<file path="config.mk">
export PLATFORM = sky130hd
export DESIGN_NAME = if_fetch_stage
export DESIGN_NICKNAME = d
export VERILOG_FILES = /design/src/rtl/if_fetch_stage_pkg.sv /design/src/rtl/if_fetch_stage_fetch_queue.sv /design/src/rtl/if_fetch_stage.sv
export SDC_FILE = /design/constraint.sdc
export NUM_CORES = 1
export LEC_CHECK = 0
export ABC_AREA = 1
export ABC_CLOCK_PERIOD_IN_PS = 8300
export BUFFER_PORTS_ARGS = -buffer_cell sky130_fd_sc_hd__buf_4
export CORE_MARGIN = 2
export CORE_UTILIZATION = 56
export DETAILED_ROUTE_END_ITERATION = 8
export PLACE_DENSITY = 0.91
export SLEW_MARGIN = 20
export SYNTH_ARGS = -nofsm -noshare
export SYNTH_HDL_FRONTEND = slang
export SYNTH_HIERARCHICAL = 1
export SYNTH_SLANG_ARGS = --single-unit
</file>
<file path="constraint.sdc">
create_clock -name clock -period 8.3 [get_ports clock]
set_input_delay 0.415 -clock clock [delete_from_list [all_inputs] [get_ports clock]]
set_output_delay 0.415 -clock clock [all_outputs]
set_load 0.03 [all_outputs]
</file>
<file path="src/rtl/if_fetch_stage_pkg.sv">
// Shared definitions for the instruction-fetch stage: default parameters,
// FSM state encoding and the NOP encoding.
package if_fetch_stage_pkg;

  localparam int unsigned DEF_WIDTH      = 32;
  localparam int unsigned DEF_ADDR_WIDTH = 8;
  localparam int unsigned DEF_QDEPTH     = 2;
  localparam logic [31:0] DEF_RESET_PC   = 32'h0000_0000;

  // RV32I "addi x0, x0, 0"
  localparam logic [31:0] NOP = 32'h0000_0013;

  typedef enum logic {
    ST_RUN  = 1'b0,
    ST_HALT = 1'b1
  } state_e;

endpackage

</file>
<file path="src/rtl/if_fetch_stage_fetch_queue.sv">
// Synchronous FIFO holding fetched {pc, instr} pairs.
// Ports:
//   clock, reset    rising-edge clock, synchronous active-high reset
//   push, din       write din at the tail
//   pop             drop the head
//   flush           empty the queue; wins over push and pop
//   head            current head entry, zero when empty
//   full, empty     occupancy flags
module fetch_queue #(
  parameter int unsigned DW    = 64,
  parameter int unsigned DEPTH = 2
) (
  input  logic          clock,
  input  logic          reset,
  input  logic          push,
  input  logic          pop,
  input  logic          flush,
  input  logic [DW-1:0] din,
  output logic [DW-1:0] head,
  output logic          full,
  output logic          empty
);

  localparam int unsigned AW = (DEPTH > 1) ? $clog2(DEPTH) : 1;

  logic [DW-1:0] mem [DEPTH];
  logic [AW-1:0] rd_ptr;
  logic [AW-1:0] wr_ptr;
  logic [AW:0]   count;

  // Storage needs no reset; occupancy is tracked by the pointers.
  always_ff @(posedge clock) begin
    if (push && !flush) mem[wr_ptr] <= din;
  end

  // Pointer and occupancy update. DEPTH is a power of two so pointers wrap.
  always_ff @(posedge clock) begin
    if (reset || flush) begin
      rd_ptr <= '0;
      wr_ptr <= '0;
      count  <= '0;
    end else begin
      if (push) wr_ptr <= wr_ptr + AW'(1);
      if (pop)  rd_ptr <= rd_ptr + AW'(1);
      case ({push, pop})
        2'b10:   count <= count + (AW+1)'(1);
        2'b01:   count <= count - (AW+1)'(1);
        default: count <= count;
      endcase
    end
  end

  assign empty = (count == '0);
  assign full  = (count == (AW+1)'(DEPTH));
  assign head  = empty ? '0 : mem[rd_ptr];

endmodule

</file>
<file path="src/rtl/if_fetch_stage.sv">
// Instruction-fetch stage: owns the PC, addresses the combinational IRAM,
// queues {pc, instr} toward decode and handles execute redirects.
// Ports:
//   clock, reset    rising-edge clock, synchronous active-high reset
//   imem_addr       IRAM word address (pc[ADDR_WIDTH+1:2])
//   imem_data       IRAM read data, same cycle
//   redirect_valid  execute redirect request
//   redirect_pc     redirect target byte address
//   id_valid        head valid toward decode
//   id_ready        decode accepts head
//   id_instr, id_pc head instruction and its PC (zero when empty)
//   fetch_misalign  sticky flag: last redirect target was misaligned
module if_fetch_stage
  import if_fetch_stage_pkg::*;
#(
  parameter int unsigned      WIDTH      = DEF_WIDTH,
  parameter int unsigned      ADDR_WIDTH = DEF_ADDR_WIDTH,
  parameter logic [WIDTH-1:0] RESET_PC   = WIDTH'(DEF_RESET_PC),
  parameter int unsigned      QDEPTH     = DEF_QDEPTH
) (
  input  logic                  clock,
  input  logic                  reset,
  output logic [ADDR_WIDTH-1:0] imem_addr,
  input  logic [WIDTH-1:0]      imem_data,
  input  logic                  redirect_valid,
  input  logic [WIDTH-1:0]      redirect_pc,
  output logic                  id_valid,
  input  logic                  id_ready,
  output logic [WIDTH-1:0]      id_instr,
  output logic [WIDTH-1:0]      id_pc,
  output logic                  fetch_misalign
);

  localparam int unsigned EW = 2 * WIDTH;

  state_e           state, state_nxt;
  logic [WIDTH-1:0] pc, pc_nxt;
  logic             misalign_nxt;
  logic             push, pop, flush;
  logic             full, empty;
  logic [EW-1:0]    head;

  fetch_queue #(.DW(EW), .DEPTH(QDEPTH)) u_queue (
    .clock (clock),
    .reset (reset),
    .push  (push),
    .pop   (pop),
    .flush (flush),
    .din   ({pc, imem_data}),
    .head  (head),
    .full  (full),
    .empty (empty)
  );

  // Redirect cycle masks the head so no stale fetch reaches decode.
  assign id_valid  = !empty && !redirect_valid && (state == ST_RUN);
  assign pop       = id_valid && id_ready;
  assign id_pc     = head[EW-1:WIDTH];
  assign id_instr  = head[WIDTH-1:0];
  assign imem_addr = pc[ADDR_WIDTH+1:2];

  // State, PC and sticky-flag registers.
  always_ff @(posedge clock) begin
    if (reset) begin
      state          <= ST_RUN;
      pc             <= RESET_PC;
      fetch_misalign <= 1'b0;
    end else begin
      state          <= state_nxt;
      pc             <= pc_nxt;
      fetch_misalign <= misalign_nxt;
    end
  end

  // Next-state and queue control; redirect outranks fetching.
  always_comb begin
    state_nxt    = state;
    pc_nxt       = pc;
    misalign_nxt = fetch_misalign;
    push         = 1'b0;
    flush        = 1'b0;
    if (redirect_valid) begin
      flush = 1'b1;
      if (redirect_pc[1:0] != 2'b00) begin
        state_nxt    = ST_HALT;
        misalign_nxt = 1'b1;
      end else begin
        state_nxt    = ST_RUN;
        misalign_nxt = 1'b0;
        pc_nxt       = redirect_pc;
      end
    end else if (state == ST_RUN) begin
      push = !full || pop;
      if (push) pc_nxt = pc + WIDTH'(4);
    end
  end

endmodule

</file>
Word level (Yosys, flattened, before mapping)
Memory sizes are Yosys's and may differ from the RTL's. A register that Yosys moved wholly into a read port is not among the register bits. Index checks and enable logic that the tools add are counted.

Register bits: 37. Bits in writable memories: 128. Input bits: 68. Memories kept: 1.

Memory list: u_queue.mem (words 2, bits a word 64, read ports 1, clocked after Yosys merged registers in 1, wr ports 1, RTL line if_fetch_stage_fetch_queue.sv:26) `logic [DW-1:0] mem [DEPTH];`.

Add/sub/neg operators: 5. Equality and inequality tests: 5. Mux-type cells: 14. Bitwise gates (word level): 1. Reduce and logical (&&, ||, !) cells: 15.

Operators by type and width (count): $mux 32 (4); $mux 64 (1); $add 32x3->32 const B (1); $mux 1 (8); $reduce_bool 2->1 (3); $eq 2x2->1 const B (2); $logic_and 1x1->1 (4); $logic_not 1->1 (4); $ne 2x2->1 const B (2); $pmux 2 s2 (1); $reduce_and 3->1 (1); $add 1x1->1 const B (2); $add 2x1->2 const B (1); $eq 2x1->1 const B (1); $logic_not 2->1 (1); $logic_or 1x1->1 (2); $sub 2x1->2 const B (1); $not 1->1 (1).

Depth between registers and ports, before layout
Gate-level depths: netlist (run 1).

Depth after elaboration: 11. Gate-level depth with buffers: 12.

By module
The synthesis (run 1) kept the hierarchy.

By module, submodules not included: fetch_queue (instances 1, cells an instance 375, area an instance 5227.5 sq um); if_fetch_stage (instances 1, cells an instance 422, area an instance 2472.4 sq um).

Worst setup path before layout (run 1)
OpenSTA, ideal clock, no wires.

Kind: register to register. Start point: reg u_queue.count[0]. End point: mem u_queue.mem[1][0] (enable). Arrival: 5.270 ns. Required time: 7.735 ns. Path slack: 2.464 ns. Stages on the path, launching flop included: 8. Clock period less this slack: 5.836 ns. Path through: dfxtp_1 -> nor2_1 -> buf_2 -> inv_1 -> nand3_1 -> nand2_1 -> inv_1 -> nor3_1.

Word-level cells in the longest chain between the ends: 11. Elaborated cells between the ends (all ways): 13.

Ends and longest elaborated chain: start: declaration (RTL line if_fetch_stage_fetch_queue.sv:29) `logic [AW:0] count;`; start signal: assignment (RTL line if_fetch_stage_fetch_queue.sv:46) `2'b10: count <= count + (AW+1)'(1);`; start signal: assignment (RTL line if_fetch_stage_fetch_queue.sv:47) `2'b01: count <= count - (AW+1)'(1);`; start signal: assignment (RTL line if_fetch_stage_fetch_queue.sv:48) `default: count <= count;`; $logic_not 2->1 (RTL line if_fetch_stage_fetch_queue.sv:53) `assign empty = (count == '0);`; net empty (RTL line if_fetch_stage.sv:40) `logic full, empty;`; $logic_not 1->1 (RTL line if_fetch_stage.sv:56) `assign id_valid = !empty && !redirect_valid && (state == ST_RUN);`; $logic_and 1x1->1 (2 in series) (RTL line if_fetch_stage.sv:56); $logic_and 1x1->1 (RTL line if_fetch_stage.sv:57) `assign pop = id_valid && id_ready;`; $logic_or 1x1->1 (RTL line if_fetch_stage.sv:93) `push = !full || pop;`; $mux 1 (RTL line if_fetch_stage.sv:92) `end else if (state == ST_RUN) begin`; $mux 1 (RTL line if_fetch_stage.sv:82) `if (redirect_valid) begin`; net push (RTL line if_fetch_stage.sv:39) `logic push, pop, flush;`; $logic_and 1x1->1 (RTL line if_fetch_stage_fetch_queue.sv:33) `if (push && !flush) mem[wr_ptr] <= din;`; $mux 1 (RTL line if_fetch_stage_fetch_queue.sv:33); $mux 1 (implied by the code) (RTL line if_fetch_stage_fetch_queue.sv:33); end: declaration (RTL line if_fetch_stage_fetch_queue.sv:26).

The timed path passes the listed nets, and every way through them passes these cells.

==> reports/summary.txt, run 1 <==
status -> finished, final reports clean
hold endpoint -> u_queue/mem[0][2]
Site Rows -> 42
Final Cycle Share -> 38.3%
WP data required -> 7.89 ns
final antenna diode count -> 0
Hold-fix buffers, CTS -> 0
Worst R2R Start -> u_queue/count[0]
wire per inst -> 14.9 um
post-DP HPWL -> 10700 um
core area -> 13300 um2
Starting Density -> 57.7%
post-route clock skew -> 0.0139 ns
Final Non-Filler Cells -> 1108
Cells after DPL -> 1076
syn nets -> 867
clk slew on worst S/H paths -> 0.06 ns
post-synthesis xor/xnor area fraction -> 0.455%
CP arrival -> 2.76 ns
largest family of logic cells by synthesized area -> simple AND/OR/NAND/NOR gates
worst-path fanout max -> 65
Clock Sinks -> 166
reg2reg end -> u_queue/mem[0][43]
Setup Buffers After CTS -> 0
Compound-Gate Fraction of Synth Area -> 11.8%
pwr/cell area -> 209 nW/um2
final hold violations -> 0
crit end category -> output pin
ANT nets after route -> 0
max cap viols -> 0
synthesized flop and latch total -> 166
largest net degree at the start of global routing -> 67
yosys warns -> 6
Placer Congestion -> 0.923
Worst Reg-to-Reg Cells -> 8
Area Growth Syn to Fin -> 21.6%
total track usage -> 22.9%
Synth Cell Area -> 7700 um2
Vias -> 5856
CTS Buf Count -> 17
IO Port Bufs -> 141
maximum clock rate -> 315 MHz
total congestion overflow -> 0
CTS H-Tree Depth -> 4
post-CTS sizing -> 0
hold depth -> 1
share of layout cells above drive strength 1 -> 27.7%
Distinct cells, synth -> 34
# fillers -> 978
Avg Inst Size Synth -> 9.66 um2
Critical Path Source Type -> register
TritonRoute pass-1 iters -> 5
Die Area -> 14700 um2
1st-iter DRT viols -> 547
top_reg_cell synth -> edfxtp_1
Hold Startpoint -> imem_data[2]
first-pass GRT wire length -> 26100 um
Die Wd -> 121 um
Skew-Pair Late Insertion Delay -> 0.42 ns
RSZ-0062 raised after global routing -> no
FF-to-FF setup slack -> 5.71 ns
setup TNS -> 0 ns
min-delay worst type -> in -> reg
sequential-to-total area share from yosys stat -> 59.8%
critical path type -> reg -> out
peak supply drop -> 0.000118 V
CTS root buf -> clkbuf_16
DIE HEIGHT -> 121 um
initial antenna violation count -> 0
Avg Vias per Cell -> 5.29
# setup viols final -> 0
Post-synth ARST share -> 0%
synthesized-area fraction occupied by adder cells -> 0.325%
max_slew headroom -> 33.4%
CTS tree -> built
post-synthesis mux area share -> 0%
DRC -> 0
hold slack -> 0.184 ns
simple logic cell fraction of the synthesized area -> 20.8%
EDFF count, synth -> 128
leakage -> 3.62 nW
drt total wl -> 16500 um
Max Slew Vio Count -> 0
Nets -> 989
I/O Pins -> 142
gate count after technology mapping -> 797
vias in the first global route -> 5360
Worst-Margin Slew -> 0.999 ns
total power -> 1.96 mW
Final Critical Period -> 3.18 ns
CTS Buffer Depth -> 2
Layout Utilization -> 70.2%
[power breakdown]
group | switching [mW] | internal (mW) | leakage (nW)
sequential | 0.0316 | 0.932 | 1.51
combinational | 0.118 | 0.0712 | 1.80
clock | 0.293 | 0.514 | 0.310
[synth_stat cells, types with 3 or more instances]
| library cell | instances | area (um2) |
|---|---|---|
| a211oi_1 | 3 | 22.5 |
| a21oi_1 | 44 | 220 |
| a21oi_2 | 53 | 464 |
| a31oi_1 | 4 | 25.0 |
| buf_2 | 11 | 55.1 |
| buf_4 | 16 | 120 |
| buf_6 | 7 | 78.8 |
| clkbuf_1 | 7 | 26.3 |
| dfxtp_1 | 38 | 761 |
| edfxtp_1 | 128 | 3840 |
| inv_1 | 58 | 218 |
| nand2_1 | 257 | 965 |
| nand2_2 | 5 | 31.3 |
| nand3_1 | 31 | 155 |
| nand4_1 | 3 | 18.8 |
| nor2_1 | 61 | 229 |
| nor2_2 | 4 | 25.0 |
| nor2_4 | 6 | 67.6 |
| nor3_1 | 7 | 35.0 |
| o21ai_0 | 29 | 145 |
| or2_2 | 5 | 31.3 |
| xnor2_1 | 3 | 26.3 |
[worst max path at each step]
stage                           startpoint                 to  slack [ns]  cells past startpoint
after floorplan           u_queue/count[0]  u_queue/mem[1][0]        2.46                      7
after global placement            register          id_pc[13]        5.38                      4
after detailed placement  u_queue/count[0]             pc[18]        5.74                     10
after CTS                         register          id_pc[15]        5.39                      4
after global routing              register          id_pc[15]        4.83                      4
final                             register          id_pc[15]        5.12                      4
[cells in the final DEF, fill, tap and decap left out, types with 3 or more instances in the layout]
master,instances
inv_1,58
nor2_4,7
nand3_1,31
buf_4,146
bufinv_16,3
nor2_2,4
xnor2_1,3
clkbuf_8,3
dfxtp_1,37
a21oi_1,44
clkbuf_1,3
nand2_1,257
edfxtp_1,128
clkbuf_16,18
clkinv_2,4
a21oi_2,53
nand2_2,5
nor3_1,5
or2_2,5
nor3_2,3
nand4_1,3
nor2_1,60
o21ai_0,29
a211oi_1,3
a31oi_1,4
[stage by stage]
stage / area (um2) / worst slack, ns
final: 9360 / 5.12
after CTS: 9360 / 5.39
after global routing: 9360 / 4.83
after detailed placement: 8740 / 5.74
after floorplan: 7700 / 2.46
after global placement: 8740 / 5.38
[sequential cells by signal (all words and copies together), names as in the netlist, named ones only]
signal          cells
pc                 32
state               1
u_queue/count       2
u_queue/mem       128
u_queue/rd_ptr      1
u_queue/wr_ptr      1
[per-layer routing]
layer  GRT usage (%)  wire length, um
met2            38.0             8250
met1            30.0             6840
met5               0                0
met4            8.84              280
met3            4.42             1160
[cell type report]
class	count	area (um2)	share of cell area, %
Sequential cell	166	4610	49.2
Multi-Input combinational cell	528	2590	27.7
Timing Repair Buffer	146	1100	11.7
Clock buffer	24	503	5.37
Inverter	60	226	2.42
Tap cell	176	220	2.35
Clock inverter	8	118	1.26
[cell families after synthesis]
group / after synthesis
AND/OR/NAND/NOR: 384
flip-flops: 166
AO/OA/AOI/OAI: 138
buffers and inverters: 103
XOR/XNOR: 4
adder cells (fa/ha/maj): 2
[worst max-delay path, cell delays in order, from the launching register on]
cell and delay (ns):
dfxtp_4 0.78, clkinv_2 0.93, nand2_1 0.27, a21oi_1 0.13, buf_4 0.24
No activity file was read; power rests on OpenSTA's default activity.
==> run 2, diff against run 1 <==
- ABC_CLOCK_PERIOD_IN_PS: 8300 -> 2600
- CORE_UTILIZATION: 56 -> 50
- PLACE_DENSITY: 0.91 -> 0.87
- clock period: 8.3 -> 2.6 ns (I/O delays scaled with it)
==> run 2 against run 1 <==
- die area is 12% higher
- setup slack worse by 4.7 ns
- total power grew to 3.1 times the previous value
- final area is 4.0% higher
- combinational power grew to 3.5 times the previous value
- critical path depth stayed put
- first-iteration DRC count is 0.37% higher
- flip-flop and latch count stayed put
- sequential power grew to 3.2 times the previous value
- final cell count is 4.4% higher
==> reports/summary.txt, run 2 (synthesis results as in run 1) <==
status -> finished, final reports clean
Largest regs -> u_queue/mem: 128 flops, pc: 32 flops, u_queue/count: 2 flops
total track usage -> 22.1% (-0.81 points)
Final Cycle Share -> 85.0%
Area Growth Syn to Fin -> 26.5%
I/O Pins -> 142 (unchanged)
register area -> 4610 um2 (about the same)
Vias -> 6013 (+2.7%)
Worst-Margin Slew -> 0.993 ns (-0.00607 ns)
Final Non-Filler Cells -> 1157 (+4.4%)
min-delay worst type -> in -> reg
final setup margin -> 0.391 ns (-4.73 ns)
total congestion overflow -> 0 (unchanged)
Cells after DPL -> 1090 (+1.3%)
Skew-Pair Late Insertion Delay -> 0.42 ns (about the same)
Max Slew Vio Count -> 0 (unchanged)
post-route clock skew -> 0.00950 ns (-0.00440 ns)
WP data required -> 2.47 ns (-5.42 ns)
first-pass GRT wire length -> 27900 um (+7.2%)
wire per inst -> 15.4 um (+3.5%)
hold slack -> 0.0330 ns (-0.151 ns)
Avg Vias per Cell -> 5.20 (-1.7%)
# setup viols final -> 0 (unchanged)
pwr/cell area -> 624 nW/um2 (+200%)
CTS Buffer Depth -> 2 (unchanged)
Layout Utilization -> 64.3% (-5.9 points)
critical path type -> reg -> out
Final Critical Period -> 2.21 ns
clk slew on worst S/H paths -> 0.06 ns (about the same)
Nets -> 1027 (+3.8%)
Worst R2R Start -> pc[3]
peak supply drop -> 0.000475 V (+300%)
largest net degree at the start of global routing -> 66 (-1.5%)
Starting Density -> 50.8% (-6.8 points)
post-DP HPWL -> 11500 um (+7.2%)
CP arrival -> 2.08 ns (-0.68 ns)
crit end category -> output pin
final hold violations -> 0 (unchanged)
vias in the first global route -> 5574 (+4.0%)
Place WS -> 0.763 ns (-4.98 ns)
CTS H-Tree Depth -> 4 (unchanged)
share of layout cells above drive strength 1 -> 26.8% (-0.85 points)
commonest non-fill, non-tap cell in the layout -> nand2_1
area occupied by multi-input gates -> 2610 um2 (+0.68%)
# fillers -> 1171 (+20%)
CTS tree -> built
Die Wd -> 128 um (+5.6%)
max FFs per register -> 128 (unchanged)
core area -> 15100 um2 (+13%)
CTS root buf -> clkbuf_16
final antenna diode count -> 0 (unchanged)
TritonRoute pass-1 iters -> 6 (+1)
worst-path fanout max -> 64 (-1.5%)
Hold Startpoint -> redirect_pc[4]
DRC -> 0 (unchanged)
max_slew headroom -> 33.8% (+0.40 points)
Critical Path Source Type -> register
IO Port Bufs -> 141 (unchanged)
setup TNS -> 0 ns (unchanged)
CTS Buf Count -> 17 (unchanged)
maximum clock rate -> 453 MHz
DIE HEIGHT -> 128 um (+5.6%)
Die Area -> 16400 um2 (+12%)
Placer Congestion -> 0.880 (-4.7%)
leakage -> 3.74 nW (+3.5%)
Setup Buffers After CTS -> 0 (unchanged)
ANT nets after route -> 0 (unchanged)
Clock Sinks -> 166 (unchanged)
Site Rows -> 45 (+7.1%)
max cap viols -> 0 (unchanged)
RSZ-0062 raised after global routing -> no
drt total wl -> 17900 um (+8.1%)
initial antenna violation count -> 0 (unchanged)
largest reg by FF count -> u_queue/mem
most frequent cells in the layout -> nand2_1 (257), buf_4 (145), edfxtp_1 (128)
1st-iter DRT viols -> 549 (+0.37%)
run 2: changes by cell type in the layout (fill, tap and decap cells not counted), moves of 2 or more:
cell           delta
buf_12            +3
inv_1             -2
clkbuf_8          -3
inv_4             -2
clkinv_2          -2
nor3_2            -2
dfxtp_1           -3
inv_2             +2
nor3_4            +2
clkinv_1          +6
dfxtp_2           +3
clkinv_4          +2
dlygate4sd3_1    +36
run 2: worst paths after layout:
kind	cells after the start	end	slack, ns
hold reg to reg	2	pc[1]	0.46
setup / recovery	4	id_instr[22]	0.39
hold / removal	3	pc[4]	0.03
setup reg to reg	8	pc[18]	0.85
run 2: stage by stage:
step,area (um2),power [mW]
finish,9740,6.07
global route,9740,6.29
CTS,9740,6.12
detailed placement,8830,3.75
global placement,8830,3.73
floorplan,7750,3.51
run 2: cell type report:
| type | instances | share of cell area (%) |
|---|---|---|
| flip-flops and latches | 166 | 47.4 |
| multi-input cells | 528 | 26.8 |
| repair buffers | 184 | 15.5 |
| clock buffers | 19 | 4.45 |
| well taps | 188 | 2.42 |
| inverters | 60 | 2.33 |
| clock inverters | 12 | 1.16 |
run 2: power breakdown:
group / switching, mW / internal, mW
sequential: 0.104 / 2.97
combinational: 0.396 / 0.271
clock: 0.940 / 1.39
run 2: critical path, stage by stage, from the launching register on:
cell      delay, ns
dfxtp_2        0.34
clkinv_2       0.66
nand2_1        0.33
a21oi_2        0.09
buf_4          0.21
run 2: repair_timing:
action,CTS,global route
hold endpoints to repair,68,0
gates resized for setup,0,0
hold buffers,36,0
run 2: routing by layer:
metal | vias to the layer above | share of wire, % | global-route usage, %
li1 | 2971 | - | -
met1 | 2769 | 42 | 28.1
met2 | 245 | 49 | 37.2
met3 | 28 | 7.2 | 4.92
met4 | 0 | 1.9 | 8.40
met5 | - | 0 | 0
==> run 3, diff against run 2 <==
- ABC_CLOCK_PERIOD_IN_PS: 2600 -> 2200
- CORE_UTILIZATION: 50 -> 56
- PLACE_DENSITY: 0.87 -> 0.91
- clock period: 2.6 -> 2.2 ns (I/O delays scaled with it)
==> run 3 against run 2 <==
- first-iteration DRC count grew 21%
- critical path depth stayed put
- setup slack worse by 0.20 ns
- sequential share of layout area shrank 0.44 points
- register-to-register slack worse by 0.46 ns
- flip-flop and latch count did not move
- hold slack worse by 0.016 ns
==> reports/summary.txt, run 3 (synthesis results as in run 1) <==
RSZ-0062 raised after global routing -> no
Avg Vias per Cell -> 5.30 (+1.9%)
Clock Sinks -> 166 (unchanged)
IO Port Bufs -> 141 (unchanged)
leakage -> 3.80 nW (+1.7%)
Site Rows -> 42 (-6.7%)
Placer Congestion -> 0.927 (+5.4%)
Nets -> 1031 (+0.39%)
Critical Path Source Type -> register
Skew-Pair Late Insertion Delay -> 0.43 ns (about the same)
largest reg by FF count -> u_queue/mem
total power -> 7.50 mW (+24%)
clock power share -> 40.9% (+2.6 points)
DRC -> 0 (unchanged)
post-route clock skew -> 0.0119 ns (+0.00243 ns)
drt total wl -> 18000 um (+0.77%)
CTS root buf -> clkbuf_16
commonest non-fill, non-tap cell in the layout -> nand2_1
Net Switching -> 1.71 mW (+19%)
ANT nets after route -> 0 (unchanged)
share of layout cells above drive strength 1 -> 27.6% (+0.79 points)
final hold violations -> 0 (unchanged)
hold slack -> 0.0174 ns (-0.0156 ns)
CTS Buffer Depth -> 2 (unchanged)
Area Growth Syn to Fin -> 27.7%
total track usage -> 25.3% (+3.2 points)
Layout Utilization -> 73.6% (+9.3 points)
# fillers -> 936 (-20%)
Die Wd -> 121 um (-5.3%)
CP arrival -> 1.90 ns (-0.18 ns)
largest net degree at the start of global routing -> 66 (unchanged)
switching share of power -> 22.8% (-0.92 points)
WP data required -> 2.09 ns (-0.38 ns)
Internal -> 5.79 mW (+25%)
Starting Density -> 57.7% (+6.8 points)
Max Slew Vio Count -> 0 (unchanged)
I/O Pins -> 142 (unchanged)
max FFs per register -> 128 (unchanged)
Die Area -> 14700 um2 (-10%)
Comb power frac -> 10.6% (-0.4 points)
first-pass GRT wire length -> 28300 um (+1.4%)
vias in the first global route -> 5786 (+3.8%)
critical path type -> reg -> out
min-delay worst type -> in -> reg
peak supply drop -> 0.000541 V (+14%)
crit end category -> output pin
Reg power frac -> 48.4% (-2.3 points)
most frequent cells in the layout -> nand2_1 (257), buf_4 (148), edfxtp_1 (128)
maximum clock rate -> 498 MHz
total congestion overflow -> 0 (unchanged)
Worst Reg-to-Reg Cells -> 9 (+1)
final antenna diode count -> 0 (unchanged)
1st-iter DRT viols -> 667 (+21%)
core area -> 13300 um2 (-12%)
Largest regs -> u_queue/mem: 128 flops, pc: 32 flops, u_queue/count: 2 flops
post-DP HPWL -> 11300 um (-1.7%)
CTS H-Tree Depth -> 4 (unchanged)
Vias -> 6090 (+1.3%)
max cap viols -> 0 (unchanged)
pwr/cell area -> 763 nW/um2 (+22%)
Final Cycle Share -> 91.3%
register area -> 4610 um2 (unchanged)
CTS tree -> built
# setup viols final -> 0 (unchanged)
hold depth -> 4 (+1)
area occupied by multi-input gates -> 2610 um2 (unchanged)
initial antenna violation count -> 0 (unchanged)
clk slew on worst S/H paths -> 0.07 ns (about the same)
DIE HEIGHT -> 121 um (-5.3%)
TritonRoute pass-1 iters -> 6 (unchanged)
Final Critical Period -> 2.01 ns
status -> finished, final reports clean
max_slew headroom -> 51.6% (+18 points)
wire per inst -> 15.7 um (+1.4%)
CTS Buf Count -> 17 (unchanged)
worst-path fanout max -> 64 (unchanged)
Worst-Margin Slew -> 0.726 ns (-0.266 ns)
setup TNS -> 0 ns (unchanged)
run 3: cell count changes in the layout (fill, tap and decap cells not counted), sizes merged:
cell,change
clkbuf,+4
inv,+1
bufinv,+2
clkinv,-6
buf,+4
run 3: stage by stage:
| step | cell area [um2] | std cells | worst slack (ns) |
|---|---|---|---|
| 2_1_floorplan | 7750 | 797 | -0.619 |
| 3_3_place_gp | 8850 | 1082 | 0.437 |
| 3_5_place_dp | 8850 | 1082 | 0.385 |
| 4_1_cts | 9830 | 1150 | 0.178 |
| 5_1_grt | 9830 | 1150 | 0.0398 |
| 6_report | 9830 | 1150 | 0.192 |
run 3: path summary, 6_finish.rpt:
check / startpoint / end / slack, ns
min reg2reg: pc[1] / u_queue/mem[0][33] / 0.47
max reg2reg: u_queue/count[1] / pc[18] / 0.39
max: register / id_pc[14] / 0.19
min: redirect_pc[14] / pc[14] / 0.02
run 3: area by class of cell:
cell class	count	share of cell area [%]
clock buffers	23	4.76
clock inverters	9	1.54
inverters	60	2.29
multi-input cells	528	26.6
flip-flops and latches	166	46.9
well taps	176	2.24
repair buffers	188	15.7
run 3: what timing repair did:
item	in CTS	in global routing
hold buffers	36	0
resized for setup	1	0
setup endpoints to repair	4	0
endpoints found under the hold margin	68	0
setup buffers	0	0
run 3: critical path, stage by stage, from the launching register on:
cell and delay, ns:
dfxtp_2 0.33, buf_4 0.55, nand2_1 0.10, a21oi_1 0.26
buf_4 0.21
run 3: power by group through the flow:
stage	logic, mW	registers [mW]	clock network [mW]
2_1_floorplan	0.493	3.65	0
5_1_grt	0.864	3.65	3.25
6_report	0.797	3.63	3.07
4_1_cts	0.794	3.63	3.10
3_3_place_gp	0.719	3.68	0
3_5_place_dp	0.737	3.69	0
run 3: routing by layer:
| metal | GRT usage (%) | up-vias | routed length, um |
|---|---|---|---|
| met2 | 43.1 | 261 | 9150 |
| met3 | 4.93 | 31 | 1210 |
| met1 | 31.9 | 2823 | 7300 |
| li1 | - | 2975 | - |
| met4 | 9.63 | 0 | 341 |
| met5 | 0 | - | 0 |
